### config.mk
export PLATFORM = sky130hd
export DESIGN_NAME = keypad_entry
export DESIGN_NICKNAME = d
export VERILOG_FILES = /design/src/rtl/calc_pkg.sv /design/src/rtl/keypad_scanner.sv /design/src/rtl/keypad_entry.sv
export SDC_FILE = /design/constraint.sdc
export NUM_CORES = 1
export LEC_CHECK = 0
export ABC_AREA = 1
export ABC_CLOCK_PERIOD_IN_PS = 4600
export BUFFER_PORTS_ARGS = -buffer_cell sky130_fd_sc_hd__clkbuf_2
export CORE_UTILIZATION = 40
export DETAILED_ROUTE_END_ITERATION = 6
export GPL_ROUTABILITY_DRIVEN = 0
export PLACE_DENSITY_LB_ADDON = 0.05
export SYNTH_ARGS = -nofsm -noshare
export SYNTH_HDL_FRONTEND = slang
export SYNTH_SLANG_ARGS = --single-unit
### constraint.sdc
create_clock -name clock -period 4.6 [get_ports clock]
set_clock_uncertainty 0.15 [all_clocks]
set_input_delay 1.15 -clock clock [delete_from_list [all_inputs] [get_ports clock]]
set_output_delay 1.15 -clock clock [all_outputs]
set_load 0.01 [all_outputs]
### src/rtl/calc_pkg.sv
// Shared calculator definitions: entry FSM states, key code type and
// keypad geometry. Imported by the keypad scanner and the entry FSM.
package calc_pkg;

    localparam int KEY_ROWS = 4;
    localparam int KEY_COLS = 4;

    typedef logic [3:0] key_code_t;

    typedef enum logic [1:0] {
        GET_A  = 2'd0,
        GET_B  = 2'd1,
        GET_OP = 2'd2,
        SHOW   = 2'd3
    } entry_state_t;

    // Key code is 4*row + col, i.e. {row, col} for a 4x4 pad.
    function automatic key_code_t key_index(input logic [1:0] row, input logic [1:0] col);
        return {row, col};
    endfunction

endpackage

### src/rtl/keypad_scanner.sv
// Matrix keypad scanner with debounce.
//   clock, reset : system clock, asynchronous active-high reset
//   row_n        : raw keypad rows (active-low), synchronized internally
//   col_n        : column drive, exactly one bit low
//   key_event    : one-cycle pulse when a single key becomes stably pressed
//   key_code     : code of the stable key (valid with key_event)
module keypad_scanner
    import calc_pkg::*;
#(
    parameter int SCAN_DIV       = 100000,
    parameter int DEBOUNCE_SCANS = 4
) (
    input  logic                clock,
    input  logic                reset,
    input  logic [KEY_ROWS-1:0] row_n,
    output logic [KEY_COLS-1:0] col_n,
    output logic                key_event,
    output key_code_t           key_code
);

    localparam int DWELL_W = (SCAN_DIV > 1) ? $clog2(SCAN_DIV) : 1;
    localparam int MATCH_W = $clog2(DEBOUNCE_SCANS + 1);
    localparam logic [DWELL_W-1:0] DWELL_LAST = DWELL_W'(SCAN_DIV - 1);
    localparam logic [MATCH_W-1:0] MATCH_FULL = MATCH_W'(DEBOUNCE_SCANS);

    logic [KEY_ROWS-1:0] row_sync1_reg, row_sync2_reg;
    logic [DWELL_W-1:0]  dwell_reg;
    logic [1:0]          col_idx_reg;
    // Hits accumulated over the columns already sampled in this scan:
    // 0, 1, or 2 meaning "two or more".
    logic [1:0]          acc_hits_reg;
    key_code_t           acc_code_reg;
    logic                prev_pressed_reg, prev_multi_reg;
    key_code_t           prev_code_reg;
    logic [MATCH_W-1:0]  match_cnt_reg;
    logic                stable_pressed_reg, stable_multi_reg;
    key_code_t           stable_code_reg;
    logic                key_event_reg;

    logic [KEY_ROWS-1:0] row_low;
    logic [1:0]          col_hits, scan_hits;
    logic [1:0]          col_row;
    logic [2:0]          hit_sum;
    logic                scan_pressed, scan_multi, last_dwell;
    key_code_t           scan_code, acc_code_next;
    logic                scan_match;
    logic [MATCH_W-1:0]  match_next;

    for (genvar gi = 0; gi < KEY_ROWS; gi++) begin : g_row_low
        assign row_low[gi] = ~row_sync2_reg[gi];
    end

    assign col_n      = ~(KEY_COLS'(1) << col_idx_reg);
    assign last_dwell = (dwell_reg == DWELL_LAST);
    assign key_event  = key_event_reg;
    assign key_code   = stable_code_reg;

    // Hits in the column currently driven, plus the first low row index.
    always_comb begin
        col_hits = 2'd0;
        col_row  = 2'd0;
        for (int r = 0; r < KEY_ROWS; r++) begin
            if (row_low[r]) begin
                if (col_hits == 2'd0) col_row = 2'(r);
                col_hits = (col_hits == 2'd0) ? 2'd1 : 2'd2;
            end
        end
    end

    // Scan result as it would stand if this column closed the scan.
    always_comb begin
        hit_sum       = {1'b0, acc_hits_reg} + {1'b0, col_hits};
        scan_hits     = (hit_sum >= 3'd2) ? 2'd2 : hit_sum[1:0];
        scan_pressed  = (scan_hits == 2'd1);
        scan_multi    = (scan_hits == 2'd2);
        scan_code     = '0;
        if (scan_pressed)
            scan_code = (acc_hits_reg == 2'd1) ? acc_code_reg : key_index(col_row, col_idx_reg);
        acc_code_next = (acc_hits_reg == 2'd0 && col_hits == 2'd1)
                        ? key_index(col_row, col_idx_reg) : acc_code_reg;
        // The multi-key flag takes part in the comparison so a ghost pattern
        // must itself be stable before it replaces the stable state.
        scan_match    = (scan_pressed == prev_pressed_reg) && (scan_multi == prev_multi_reg)
                        && (scan_code == prev_code_reg);
        match_next    = MATCH_W'(1);
        if (scan_match)
            match_next = (match_cnt_reg == MATCH_FULL) ? MATCH_FULL : match_cnt_reg + 1'b1;
    end

    always_ff @(posedge clock or posedge reset) begin
        if (reset) begin
            row_sync1_reg      <= '1;
            row_sync2_reg      <= '1;
            dwell_reg          <= '0;
            col_idx_reg        <= 2'd0;
            acc_hits_reg       <= 2'd0;
            acc_code_reg       <= '0;
            prev_pressed_reg   <= 1'b0;
            prev_multi_reg     <= 1'b0;
            prev_code_reg      <= '0;
            match_cnt_reg      <= '0;
            stable_pressed_reg <= 1'b0;
            stable_multi_reg   <= 1'b0;
            stable_code_reg    <= '0;
            key_event_reg      <= 1'b0;
        end else begin
            row_sync1_reg <= row_n;
            row_sync2_reg <= row_sync1_reg;
            key_event_reg <= 1'b0;
            if (last_dwell) begin
                dwell_reg   <= '0;
                col_idx_reg <= col_idx_reg + 2'd1;
                if (col_idx_reg == 2'd3) begin
                    acc_hits_reg     <= 2'd0;
                    acc_code_reg     <= '0;
                    prev_pressed_reg <= scan_pressed;
                    prev_multi_reg   <= scan_multi;
                    prev_code_reg    <= scan_code;
                    match_cnt_reg    <= match_next;
                    if (match_next == MATCH_FULL) begin
                        stable_pressed_reg <= scan_pressed;
                        stable_multi_reg   <= scan_multi;
                        stable_code_reg    <= scan_code;
                        // Only a clean release (no keys at all) arms the next
                        // event; leaving a ghost pattern or sliding from one
                        // key to another never fires.
                        key_event_reg <= scan_pressed && !stable_pressed_reg && !stable_multi_reg;
                    end
                end else begin
                    acc_hits_reg <= scan_hits;
                    acc_code_reg <= acc_code_next;
                end
            end else begin
                dwell_reg <= dwell_reg + 1'b1;
            end
        end
    end

endmodule

### src/rtl/keypad_entry.sv
// Keypad entry front end for the calculator: scans the keypad and assembles
// operand A, operand B and the opcode from successive key presses.
//   clock, reset   : system clock, asynchronous active-high reset
//   clear          : asynchronous abort level, synchronized internally
//   row_n / col_n  : keypad matrix (active-low)
//   A, B, Opcode   : captured entry
//   entry_state    : GET_A / GET_B / GET_OP / SHOW
//   operands_valid : high while A/B/Opcode form a complete entry
//   go             : one-cycle pulse when an entry completes
module keypad_entry
    import calc_pkg::*;
#(
    parameter int SCAN_DIV       = 100000,
    parameter int DEBOUNCE_SCANS = 4
) (
    input  logic       clock,
    input  logic       reset,
    input  logic       clear,
    input  logic [3:0] row_n,
    output logic [3:0] col_n,
    output logic [3:0] A,
    output logic [3:0] B,
    output logic [3:0] Opcode,
    output logic [1:0] entry_state,
    output logic       operands_valid,
    output logic       go
);

    logic         key_event;
    key_code_t    key_code;
    logic         clear_sync1_reg, clear_sync2_reg;
    entry_state_t state_reg;
    key_code_t    a_reg, b_reg, op_reg;
    logic         valid_reg, go_reg;

    keypad_scanner #(
        .SCAN_DIV       (SCAN_DIV),
        .DEBOUNCE_SCANS (DEBOUNCE_SCANS)
    ) u_scanner (
        .clock     (clock),
        .reset     (reset),
        .row_n     (row_n),
        .col_n     (col_n),
        .key_event (key_event),
        .key_code  (key_code)
    );

    assign A              = a_reg;
    assign B              = b_reg;
    assign Opcode         = op_reg;
    assign entry_state    = state_reg;
    assign operands_valid = valid_reg;
    assign go             = go_reg;

    always_ff @(posedge clock or posedge reset) begin
        if (reset) begin
            clear_sync1_reg <= 1'b0;
            clear_sync2_reg <= 1'b0;
        end else begin
            clear_sync1_reg <= clear;
            clear_sync2_reg <= clear_sync1_reg;
        end
    end

    always_ff @(posedge clock or posedge reset) begin
        if (reset) begin
            state_reg <= GET_A;
            a_reg     <= '0;
            b_reg     <= '0;
            op_reg    <= '0;
            valid_reg <= 1'b0;
            go_reg    <= 1'b0;
        end else begin
            go_reg <= 1'b0;
            if (clear_sync2_reg) begin
                // Clear wins; a key_event arriving now is discarded.
                state_reg <= GET_A;
                a_reg     <= '0;
                b_reg     <= '0;
                op_reg    <= '0;
                valid_reg <= 1'b0;
            end else if (key_event) begin
                case (state_reg)
                    GET_A: begin
                        a_reg     <= key_code;
                        state_reg <= GET_B;
                    end
                    GET_B: begin
                        b_reg     <= key_code;
                        state_reg <= GET_OP;
                    end
                    GET_OP: begin
                        op_reg    <= key_code;
                        valid_reg <= 1'b1;
                        go_reg    <= 1'b1;
                        state_reg <= SHOW;
                    end
                    SHOW: begin
                        // First key of a new entry; B and Opcode keep old values.
                        a_reg     <= key_code;
                        valid_reg <= 1'b0;
                        state_reg <= GET_B;
                    end
                    default: state_reg <= GET_A;
                endcase
            end
        end
    end

endmodule

==> results.json <==
{
  "status": "complete, no violations",
  "p_switching_mw": 0.284,
  "postSynth.asyncResetShare_pct": 100,
  "hold_viol_final": 0,
  "critPathMaxFanout": 9,
  "tns_ns": 0,
  "synthTopCellsByArea": "dfrtp_1 (43%), nand2_1 (7.4%), ha_1 (6.6%), dfstp_2 (6.1%), inv_1 (6.1%)",
  "p_per_area_nw_per_um2": 306,
  "max_stage_delay_ns": 0.59,
  "max_freq_ghz": 0.276,
  "syn_to_final_growth_pct": 14.2,
  "viasPerCell": 4.82,
  "cts_resized": 0,
  "antenna_found_initial": 0,
  "p_leak_nw": 2.03,
  "finalInstanceArea_sq_um": 3930,
  "arrival_ns": 3.71,
  "grt_pass1_wl_um": 11400,
  "slew_headroom_pct": 48.8,
  "root_buffer": "clkbuf_8",
  "maxSlewViolCount": 0,
  "yosysWarningCount": 0,
  "dieArea_sq_um": 8970,
  "yosys.area.top_type": "dfrtp_1",
  "layout_common_cells": "nand2_1 (68), dfrtp_1 (59), inv_1 (55)",
  "fp.dieH_um": 94.7,
  "port_buffers": 26,
  "std_cell_rows": 33,
  "combinationalPowerShare_pct": 4.0,
  "largest_reg_flops": 17,
  "cpMostUsedCell": "nand2_1",
  "critPathKind": "flip-flop to flip-flop",
  "die_w_um": 94.7,
  "layout.cells.most_common": "nand2_1",
  "ys_seq_elements": 67,
  "drive_above_1_share_pct": 22.5,
  "cts_setup_buffers": 0,
  "dpl.cell_count": 515,
  "numCtsBuffers": 9,
  "synth.distinct_cells": 35,
  "placed_area_sq_um": 3700,
  "start_util_pct": 41.6,
  "rsz0062_at_grt": "false",
  "grt_max_degree": 38,
  "synthCells": 384,
  "first_global_vias": 2443,
  "cts_max_path_buffers": 2,
  "dr.pass1.iters": 4,
  "htreeDepth": 3,
  "cp_slowest_cell": "fa_1",
  "vias": 2557,
  "cp_top_family": "simple AND/OR/NAND/NOR gates",
  "antenna_left": 0,
  "setup_viol": 0,
  "syn_area_sq_um": 3440,
  "cp_num_buf_inv": 3,
  "fin_cells": 531,
  "crit_chain": "inv_1 > ha_1 > nor2_1 > nand2_1 > o31ai_1 > ha_1 > inv_1 > fa_1 > nand2_4 > nor2_8 > nand2_1 > inv_2 > nand2_2 > nand2_2 > nand2_2 > nor2_4 > nand3_4 > nor2_8 > nand2_4 > nand2_1 > nand2_1",
  "synth.top_cell.area_share_pct": 43.0,
  "final_nets": 447,
  "cp-start-kind": "flip-flop",
  "max_cap_violations": 0,
  "initialDrtViolationCount": 48,
  "n_antenna_cell": 0,
  "ys_seq_area_share_pct": 49.1,
  "dp_hpwl_um": 5050,
  "fin_crit_sh_pct": 78.8,
  "fin_hold_ws_ns": 0.204,
  "switching_share_pct": 23.6,
  "drc_errors": 0,
  "ir_worst_vdd_mv": 0.151,
  "cts.sinks": 67,
  "worstPathRequired_ns": 4.68,
  "ios": 27,
  "fin_crit_ns": 3.63,
  "clk_pin_slew_worst_paths_ns": 0.08,
  "track_usage_pct": 17.0,
  "syn_area_per_cell_sq_um": 8.95,
  "p_int_mw": 0.918,
  "endpoint_kind": "flip-flop",
  "timing.final.ws_setup_ns": 0.973,
  "seqPwrFrac_pct": 49.8,
  "synth_enable_flop_cells": 0,
  "clock_latency_ns": 0.34,
  "drt-total-wl_um": 6640,
  "cts_hold_repair.buffers": 0,
  "synthFlopType": "dfrtp_1",
  "overflow": 0,
  "hold_path_class": "flip-flop to flip-flop",
  "dp_slack_ns": 0.966,
  "synth_nets": 410,
  "cts_tree": "yes",
  "wl_per_cell_um": 12.5,
  "clkPwrFrac_pct": 46.2,
  "coreArea_sq_um": 8260,
  "tightest_slew_ns": 0.760
}
==> worst reg2reg max path, stage by stage (launching register included) <==
cell	delay [ns]
dfstp_2	0.57
inv_1	0.06
ha_1	0.28
nor2_1	0.14
nand2_1	0.12
o31ai_1	0.11
ha_1	0.20
inv_1	0.05
fa_1	0.59
nand2_4	0.12
nor2_8	0.17
nand2_1	0.10
inv_2	0.07
nand2_2	0.06
nand2_2	0.06
nand2_2	0.05
nor2_4	0.14
nand3_4	0.13
nor2_8	0.15
nand2_4	0.09
nand2_1	0.06
nand2_1	0.04
==> kinds of logic after synthesis <==
logic type | after synthesis | share of synthesized area (%)
AOI/OAI and AO/OA | 45 | 6.84
xor gates and xnor gates | 2 | 0.510
adders and majority gates | 19 | 7.14
buffers and inverters | 67 | 7.50
DFF | 67 | 49.1
muxes | 8 | 2.62
and+or+nand+nor | 176 | 26.3
==> routing by layer <==
metal  wire length (um)  track usage (%)  vias to the layer above
li1                   -                -                     1304
met4                 95             7.20                        0
met3                189             3.86                       10
met1               3300             22.1                     1203
met2               3050             27.1                       40
met5                  0                0                        -
==> path summary, 6_finish.rpt <==
check                                                start                          to  slack [ns]  cells past startpoint
min in group asynchronous                            reset                   Opcode[2]        0.73                      2
worst max register to register  u_scanner.row_sync2_reg[0]       u_scanner.key_code[2]        0.97                     21
worst min-delay path                       clear_sync1_reg             clear_sync2_reg        0.20                      0
worst min register to register             clear_sync1_reg             clear_sync2_reg        0.20                      0
max in group asynchronous                            reset  u_scanner.row_sync2_reg[1]        2.63                      3
worst max-delay path            u_scanner.row_sync2_reg[0]       u_scanner.key_code[2]        0.97                     21
==> cell type report <==
class	count	area, sq um
inverters	66	253
flip-flops and latches	67	1690
repair buffers	27	138
clock buffers	9	124
multi-input cells	250	1490
clock inverters	7	101
well taps	105	131
fillers	832	4330
==> synth_stat cells (3+ instances only) <==
master	n
a21oi_1	17
dfrtp_1	59
dfstp_2	8
ha_1	18
inv_1	56
inv_2	8
mux2_2	8
nand2_1	68
nand2_2	11
nand3_1	30
nand3b_1	3
nand4_1	9
nor2_1	33
nor2_2	3
nor2_8	3
nor3_1	4
o21ai_0	21
==> power groups by stage <==
stage / registers [mW] / logic, mW / clock network [mW]
3_5_place_dp: 0.610 / 0.0502 / 0
6_report: 0.599 / 0.0482 / 0.555
5_1_grt: 0.600 / 0.0558 / 0.601
2_1_floorplan: 0.610 / 0.0370 / 0
3_3_place_gp: 0.610 / 0.0493 / 0
4_1_cts: 0.599 / 0.0504 / 0.576
==> stage by stage <==
step / util, % / power, mW
3_5_place_dp: 44.8 / 0.661
6_report: 47.5 / 1.20
2_1_floorplan: - / 0.647
5_1_grt: 47.5 / 1.26
4_1_cts: 47.5 / 1.23
3_3_place_gp: 44.8 / 0.660
Power figures use the tool's default switching activity.
